### src/rtl/vend_session_ctrl.sv
// Vending session controller: credit register, dispense, inactivity timer and greedy change return.
// Optional VEND_AVAILABLE_EN adds a registered per-item "affordable" output.
module vend_session_ctrl #(
   parameter int kNumCoins   = 3,
   parameter int kNumItems   = 4,
   parameter int kTotalBits  = 31,
   parameter int kWaitTime   = 10,
   parameter int COIN_VAL0   = 100,
   parameter int COIN_VAL1   = 500,
   parameter int COIN_VAL2   = 1000,
   parameter int ITEM_PRICE0 = 400,
   parameter int ITEM_PRICE1 = 500,
   parameter int ITEM_PRICE2 = 1000,
   parameter int ITEM_PRICE3 = 2000,
   parameter int MAX_TOTAL   = 10000
) (
   input  logic                  clk,
   input  logic                  reset_n,
   input  logic [kNumCoins-1:0]  i_input_coin,
   input  logic [kNumItems-1:0]  i_select_item,
   input  logic                  i_trigger_return,
   output logic [kNumItems-1:0]  o_output_item,
   output logic [kNumCoins-1:0]  o_return_coin,
   output logic                  o_reject_coin,
   output logic [kTotalBits-1:0] o_current_total,
`ifdef VEND_AVAILABLE_EN
   output logic [kNumItems-1:0]  o_available_item,
`endif
   output logic                  o_busy
);

   // state     | meaning
   // ST_IDLE   | no credit held, waiting for a coin
   // ST_CREDIT | credit held, accepting coins/selections, wait timer running
   // ST_RETURN | paying change back one coin per cycle, largest first

   localparam int kWaitBits = $clog2(kWaitTime + 1);
   localparam logic [kTotalBits-1:0] kCoinVal [kNumCoins] =
      '{kTotalBits'(COIN_VAL0), kTotalBits'(COIN_VAL1), kTotalBits'(COIN_VAL2)};
   localparam logic [kTotalBits-1:0] kItemPrice [kNumItems] =
      '{kTotalBits'(ITEM_PRICE0), kTotalBits'(ITEM_PRICE1),
        kTotalBits'(ITEM_PRICE2), kTotalBits'(ITEM_PRICE3)};
   localparam logic [kTotalBits:0] kMaxTotal = (kTotalBits + 1)'(MAX_TOTAL);

   typedef enum logic [1:0] {
      ST_IDLE   = 2'd0,
      ST_CREDIT = 2'd1,
      ST_RETURN = 2'd2
   } state_t;

   state_t                state, state_nx;
   logic [kTotalBits-1:0] total, total_nx;
   logic [kTotalBits-1:0] coin_amt, price, ret_amt;
   logic [kWaitBits-1:0]  wait_time, wait_nx;
   logic [kNumItems-1:0]  item_nx;
   logic [kNumCoins-1:0]  ret_nx, ret_oh;
   logic                  rej_nx;
   logic                  coin_valid, select_valid, coin_fits, accept, dispense;

   always_comb begin : decode
      coin_amt = '0;
      price    = '0;
      ret_amt  = '0;
      ret_oh   = '0;
      for (int k = 0; k < kNumCoins; k++) begin
         if (i_input_coin[k]) coin_amt = kCoinVal[k];
         // ascending scan, so the largest denomination that fits wins
         if (kCoinVal[k] <= total) begin
            ret_amt   = kCoinVal[k];
            ret_oh    = '0;
            ret_oh[k] = 1'b1;
         end
      end
      for (int j = 0; j < kNumItems; j++) begin
         if (i_select_item[j]) price = kItemPrice[j];
      end
   end

   assign coin_valid   = $onehot(i_input_coin);
   assign select_valid = $onehot(i_select_item);
   assign coin_fits    = ({1'b0, total} + {1'b0, coin_amt}) <= kMaxTotal;
   assign accept       = coin_valid && coin_fits && (state != ST_RETURN);
   assign dispense     = (state == ST_CREDIT) && select_valid && !i_trigger_return
                         && (total >= price);

   always_comb begin : fsm_next
      state_nx = state;
      total_nx = total;
      wait_nx  = '0;
      item_nx  = '0;
      ret_nx   = '0;
      rej_nx   = coin_valid && !accept;
      case (state)
         ST_IDLE: begin
            if (accept) begin
               state_nx = ST_CREDIT;
               total_nx = total + coin_amt;
            end
         end
         ST_CREDIT: begin
            total_nx = total + (accept ? coin_amt : '0) - (dispense ? price : '0);
            if (dispense) item_nx = i_select_item;
            if (i_trigger_return) begin
               state_nx = ST_RETURN;
            end else if (accept || dispense) begin
               if (total_nx == '0) state_nx = ST_IDLE;
            end else if (wait_time == kWaitBits'(kWaitTime - 1)) begin
               state_nx = ST_RETURN;
            end else if (wait_time != kWaitBits'(kWaitTime)) begin
               wait_nx = wait_time + kWaitBits'(1);
            end else begin
               wait_nx = wait_time;
            end
         end
         ST_RETURN: begin
            // linger one cycle at zero so busy covers the final coin pulse
            if (total == '0) begin
               state_nx = ST_IDLE;
            end else begin
               total_nx = total - ret_amt;
               ret_nx   = ret_oh;
            end
         end
         default: state_nx = ST_IDLE;
      endcase
   end

   always_ff @(posedge clk or negedge reset_n) begin
      if (!reset_n) begin
         state         <= ST_IDLE;
         total         <= '0;
         wait_time     <= '0;
         o_output_item <= '0;
         o_return_coin <= '0;
         o_reject_coin <= 1'b0;
      end else begin
         state         <= state_nx;
         total         <= total_nx;
         wait_time     <= wait_nx;
         o_output_item <= item_nx;
         o_return_coin <= ret_nx;
         o_reject_coin <= rej_nx;
      end
   end

`ifdef VEND_AVAILABLE_EN
   always_ff @(posedge clk or negedge reset_n) begin
      if (!reset_n) begin
         o_available_item <= '0;
      end else begin
         for (int j = 0; j < kNumItems; j++) begin
            o_available_item[j] <= (total >= kItemPrice[j]) && (state != ST_RETURN);
         end
      end
   end
`endif

   assign o_current_total = total;
   assign o_busy          = (state == ST_RETURN);

endmodule

### config.mk
export PLATFORM = sky130hd
export DESIGN_NAME = vend_session_ctrl
export DESIGN_NICKNAME = d
export VERILOG_FILES = /design/src/rtl/vend_session_ctrl.sv
export SDC_FILE = /design/constraint.sdc
export NUM_CORES = 1
export LEC_CHECK = 0
export BUFFER_PORTS_ARGS = -buffer_cell sky130_fd_sc_hd__buf_2
export CAP_MARGIN = 25
export CORE_UTILIZATION = 63
export CTS_CLUSTER_SIZE = 14
export DETAILED_ROUTE_END_ITERATION = 8
export PLACE_DENSITY = 0.83
export SLEW_MARGIN = 20
export SYNTH_ARGS = -nofsm -noshare
export SYNTH_HDL_FRONTEND = slang
export SYNTH_SLANG_ARGS = --single-unit
### constraint.sdc
create_clock -name clk -period 8.4 [get_ports clk]
set_input_delay 0.84 -clock clk [delete_from_list [all_inputs] [get_ports clk]]
set_output_delay 0.84 -clock clk [all_outputs]
set_load 0.02 [all_outputs]
==> impl_metrics.ini <==
[critical_path]
worst_path_max_fanout = 13
wp_data_arrival_ns = 7.80
crit-reg2reg-capture = o_current_total[30]
worst_r2r_path_depth = 27
reg2reg_setup_slack_ns = 1.42
setup.worst_path.end_class = register
endpoint = o_current_total[30]
timing.critical_path.slowest_cell_delay_ns = 0.45
data_required_time_at_the_worst_endpoint_ns = 8.58
r2r_start = o_current_total[2]
crit_path_start_kind = input port
crit_path_start = i_input_coin[2]
critical_path.slowest_cell = sky130_fd_sc_hd__fa_1
critical_setup_path_kind = in -> reg

[run]
max-cap-violations = 0

[floorplan]
floorplan.initialDensity_pct = 64.7
die_width_microns = 110
die_h_microns = 110
design.core.area_sq_um = 11400
ios = 50
fp_rows = 39
dieArea_sq_um = 12200

[timing]
grt_setup_unrepaired = false
final.setup.tns_ns = 0
fin_hold_ws_ns = 0.469
finalSetupViolations = 0
final-hold-violation-count = 0
final_min_period_over_clock_period_pct = 90.8
relSlewSlack_pct = 30.9
setup_skew_ns = 0.0157
timing.fmax_mhz = 131
worst_pin_slew_ns = 1.03
finalWorstPathRequiredPeriod_ns = 7.63
finalMaxSlewViolations = 0

[clock_network]
cts_hold_buffers = 0
cts_tree = yes
cts_resized = 0
cts_post_setup_buffers_inserted = 0
clock-root-buffer = sky130_fd_sc_hd__clkbuf_16
tritoncts.num_buffers = 5
cts_num_sinks = 43
clock_insertion_delay_worst_skew_ns = 0.31
ctsHtreeMaxLevel = 2
clk_path_buf_depth = 2
cts.reportedPaths.clkPinSlew_ns = 0.06

[global_route]
busiest_layer = met2
antenna_found_initial = 0
grt_first_pass_wirelength_mm = 34.0
global_route.usage.met1_pct = 45.2
grt-ovfl-total = 0
number_of_global_route_vias_before_repair = 6760
groute.usage.overall_pct = 36.9
grt_start_max_net_pins = 54
grt_util_met3_pct = 6.47
grt.met2_usage_pct = 61.1

[status]
outcome = complete, no violations

[synth]
synthesis.yosys.warnings = 0
synth_area_per_cell_sq_um = 7.75
synth_enable_flop_cells = 0
synth_seq_area_share_pct = 14.6
yosys.cell_types.count = 83
synth.ff_latch_count = 43
synth_async_sr_flop_share_pct = 100
synthesized_netlist_cell_count = 954
syn-cell-area_sq_um = 7390
ys.flop_type = sky130_fd_sc_hd__dfrtp_1

[final_layout]
seq_area_sq_um = 1080
multi_input_logic_area_sq_um = 5920
fill_cells = 1012
post_layout_net_count = 1142
insertedDiodeCount = 0
layout-drive-gt1-share_pct = 8.84
post-route-cell-area_sq_um = 7890
layout_stage_area_growth_over_the_synthesis_result_pct = 6.74

[pwr]
max-vdd-ir-drop_mv = 0.304
p_leak_nw = 3.61
power.density_nw_per_um2 = 456

[routing]
dr_total_vias = 7455
ant_nets = 0
drt_first_pass_iters = 5
routed_wire_length_per_instance_microns = 19.4
drt-vias-per-instance = 6.55
dr.first_iter.drc_count = 735
drc = 0
totalWireLength_mm = 22.0

[placed_design]
placement.io_buffers = 47
gpl.final_weighted_congestion = 0.964
place_area_sq_um = 7750
hpwlAfterDp_mm = 17.2

[min_path]
timing.hold.worst.class = in -> async
==> cell families (layout without fill, tap and decap cells) <==
group | count (synthesis) | in the layout | share of synthesized area [%]
buffers and inverters | 98 | 138 | 5.42
XOR/XNOR | 62 | 62 | 7.34
AND/OR/NAND/NOR | 336 | 336 | 23.3
flip-flops | 43 | 43 | 14.6
other | 1 | 2 | 0.0507
multiplexers | 11 | 11 | 1.62
adder cells (fa/ha/maj) | 139 | 139 | 24.7
AO/OA/AOI/OAI | 264 | 264 | 23.0
==> synth_stat cells, drive strengths merged (3+ instances only) <==
| library cell | n | share of area [%] |
|---|---|---|
| a31o | 3 | 0.36 |
| nand4 | 17 | 1.4 |
| and2 | 6 | 0.51 |
| nand3 | 25 | 1.8 |
| inv | 78 | 4.0 |
| a21oi | 81 | 5.5 |
| or3 | 6 | 0.51 |
| o2111ai | 3 | 0.36 |
| dfrtp | 43 | 15 |
| a2111oi | 4 | 0.47 |
| nor2b | 22 | 1.9 |
| nand2b | 17 | 1.4 |
| buf | 9 | 0.90 |
| o31ai | 12 | 1.2 |
| xnor2 | 44 | 5.2 |
| o221ai | 3 | 0.36 |
| o21bai | 5 | 0.51 |
| xor2 | 18 | 2.1 |
| a211oi | 8 | 0.88 |
| nor2 | 87 | 4.4 |
| a21o | 9 | 0.91 |
| o22ai | 6 | 0.51 |
| o21a | 14 | 1.4 |
| nor4 | 11 | 1.1 |
| mux2 | 5 | 0.81 |
| nand2 | 75 | 3.8 |
| or2 | 7 | 0.59 |
| a31oi | 14 | 1.3 |
| and3 | 14 | 1.2 |
| ha | 126 | 21 |
| o31a | 4 | 0.47 |
| o211ai | 18 | 1.8 |
| nor3b | 3 | 0.30 |
| mux2i | 6 | 0.81 |
| o21ai | 53 | 3.6 |
| fa | 12 | 3.2 |
| clkbuf | 11 | 0.56 |
| nor3 | 29 | 2.1 |
| a21boi | 5 | 0.51 |
| nand3b | 4 | 0.41 |
==> state kept, by name, summed over array words and instances (netlist names) <==
name and cells:
o_return_coin 3, o_reject_coin 1, state 2, wait_time 4
o_output_item 4, o_current_total 29
==> layer usage <==
layer  up-vias  share of wire [%]
met5         -                  0
met4         0                5.8
met3       100                8.8
met2       387                 45
met1      3439                 41
li1       3529                  -
==> worst min-delay path by stage <==
stage,from,cells after the start,endpoint
floorplan,wait_time[0],1,wait_time[0]
global placement,wait_time[0],1,wait_time[0]
detailed placement,wait_time[0],1,wait_time[0]
CTS,reset_n,1,o_current_total[25]
global route,reset_n,1,o_current_total[25]
finish,reset_n,1,o_current_total[25]
==> power by group <==
part           total, mW  internal, mW  switching (mW)
registers          0.515         0.281           0.234
logic               2.88          1.14            1.74
clock network      0.202         0.110          0.0914
==> cell type report <==
cell class                 instances  share of cell area (%)
clock buffer                       7                    1.68
clock inverter                     1                  0.0634
inverter                          78                    3.71
multi-input combinational        814                    75.0
sequential                        43                    13.6
tap                              143                    2.27
timing repair buffer              52                    3.62
==> metrics by stage <==
stage               utilization [%]  cells  worst slack (ns)  power, mW
finish                         69.1   1138             0.773       3.60
global route                   69.1   1138             0.282       3.88
CTS                            69.1   1138             0.872       3.52
detailed placement             67.9   1130             0.619       3.29
global placement               67.7   1129             0.795       3.26
floorplan                         -    955              1.52       2.57
==> cell usage in the layout, fill, tap and decap left out, types with 22 or more instances in the layout <==
cell / count
sky130_fd_sc_hd__o21ai_0: 48
sky130_fd_sc_hd__xnor2_1: 44
sky130_fd_sc_hd__inv_1: 77
sky130_fd_sc_hd__nand3_1: 24
sky130_fd_sc_hd__dfrtp_1: 43
sky130_fd_sc_hd__buf_2: 47
sky130_fd_sc_hd__nor3_1: 28
sky130_fd_sc_hd__a21oi_1: 80
sky130_fd_sc_hd__ha_1: 126
sky130_fd_sc_hd__nand2_1: 74
sky130_fd_sc_hd__nor2b_1: 22
sky130_fd_sc_hd__nor2_1: 87
==> critical path, delay by kind of cell <==
kind | cells | cell delay, ns
xor gates and xnor gates | 1 | 0.20
and+or+nand+nor | 7 | 1.64
muxes | 1 | 0.21
adders and majority gates | 4 | 1.39
buffers and inverters | 4 | 0.67
AOI/OAI and AO/OA | 12 | 2.84
Note: power is estimated with default switching activity, not from simulation.
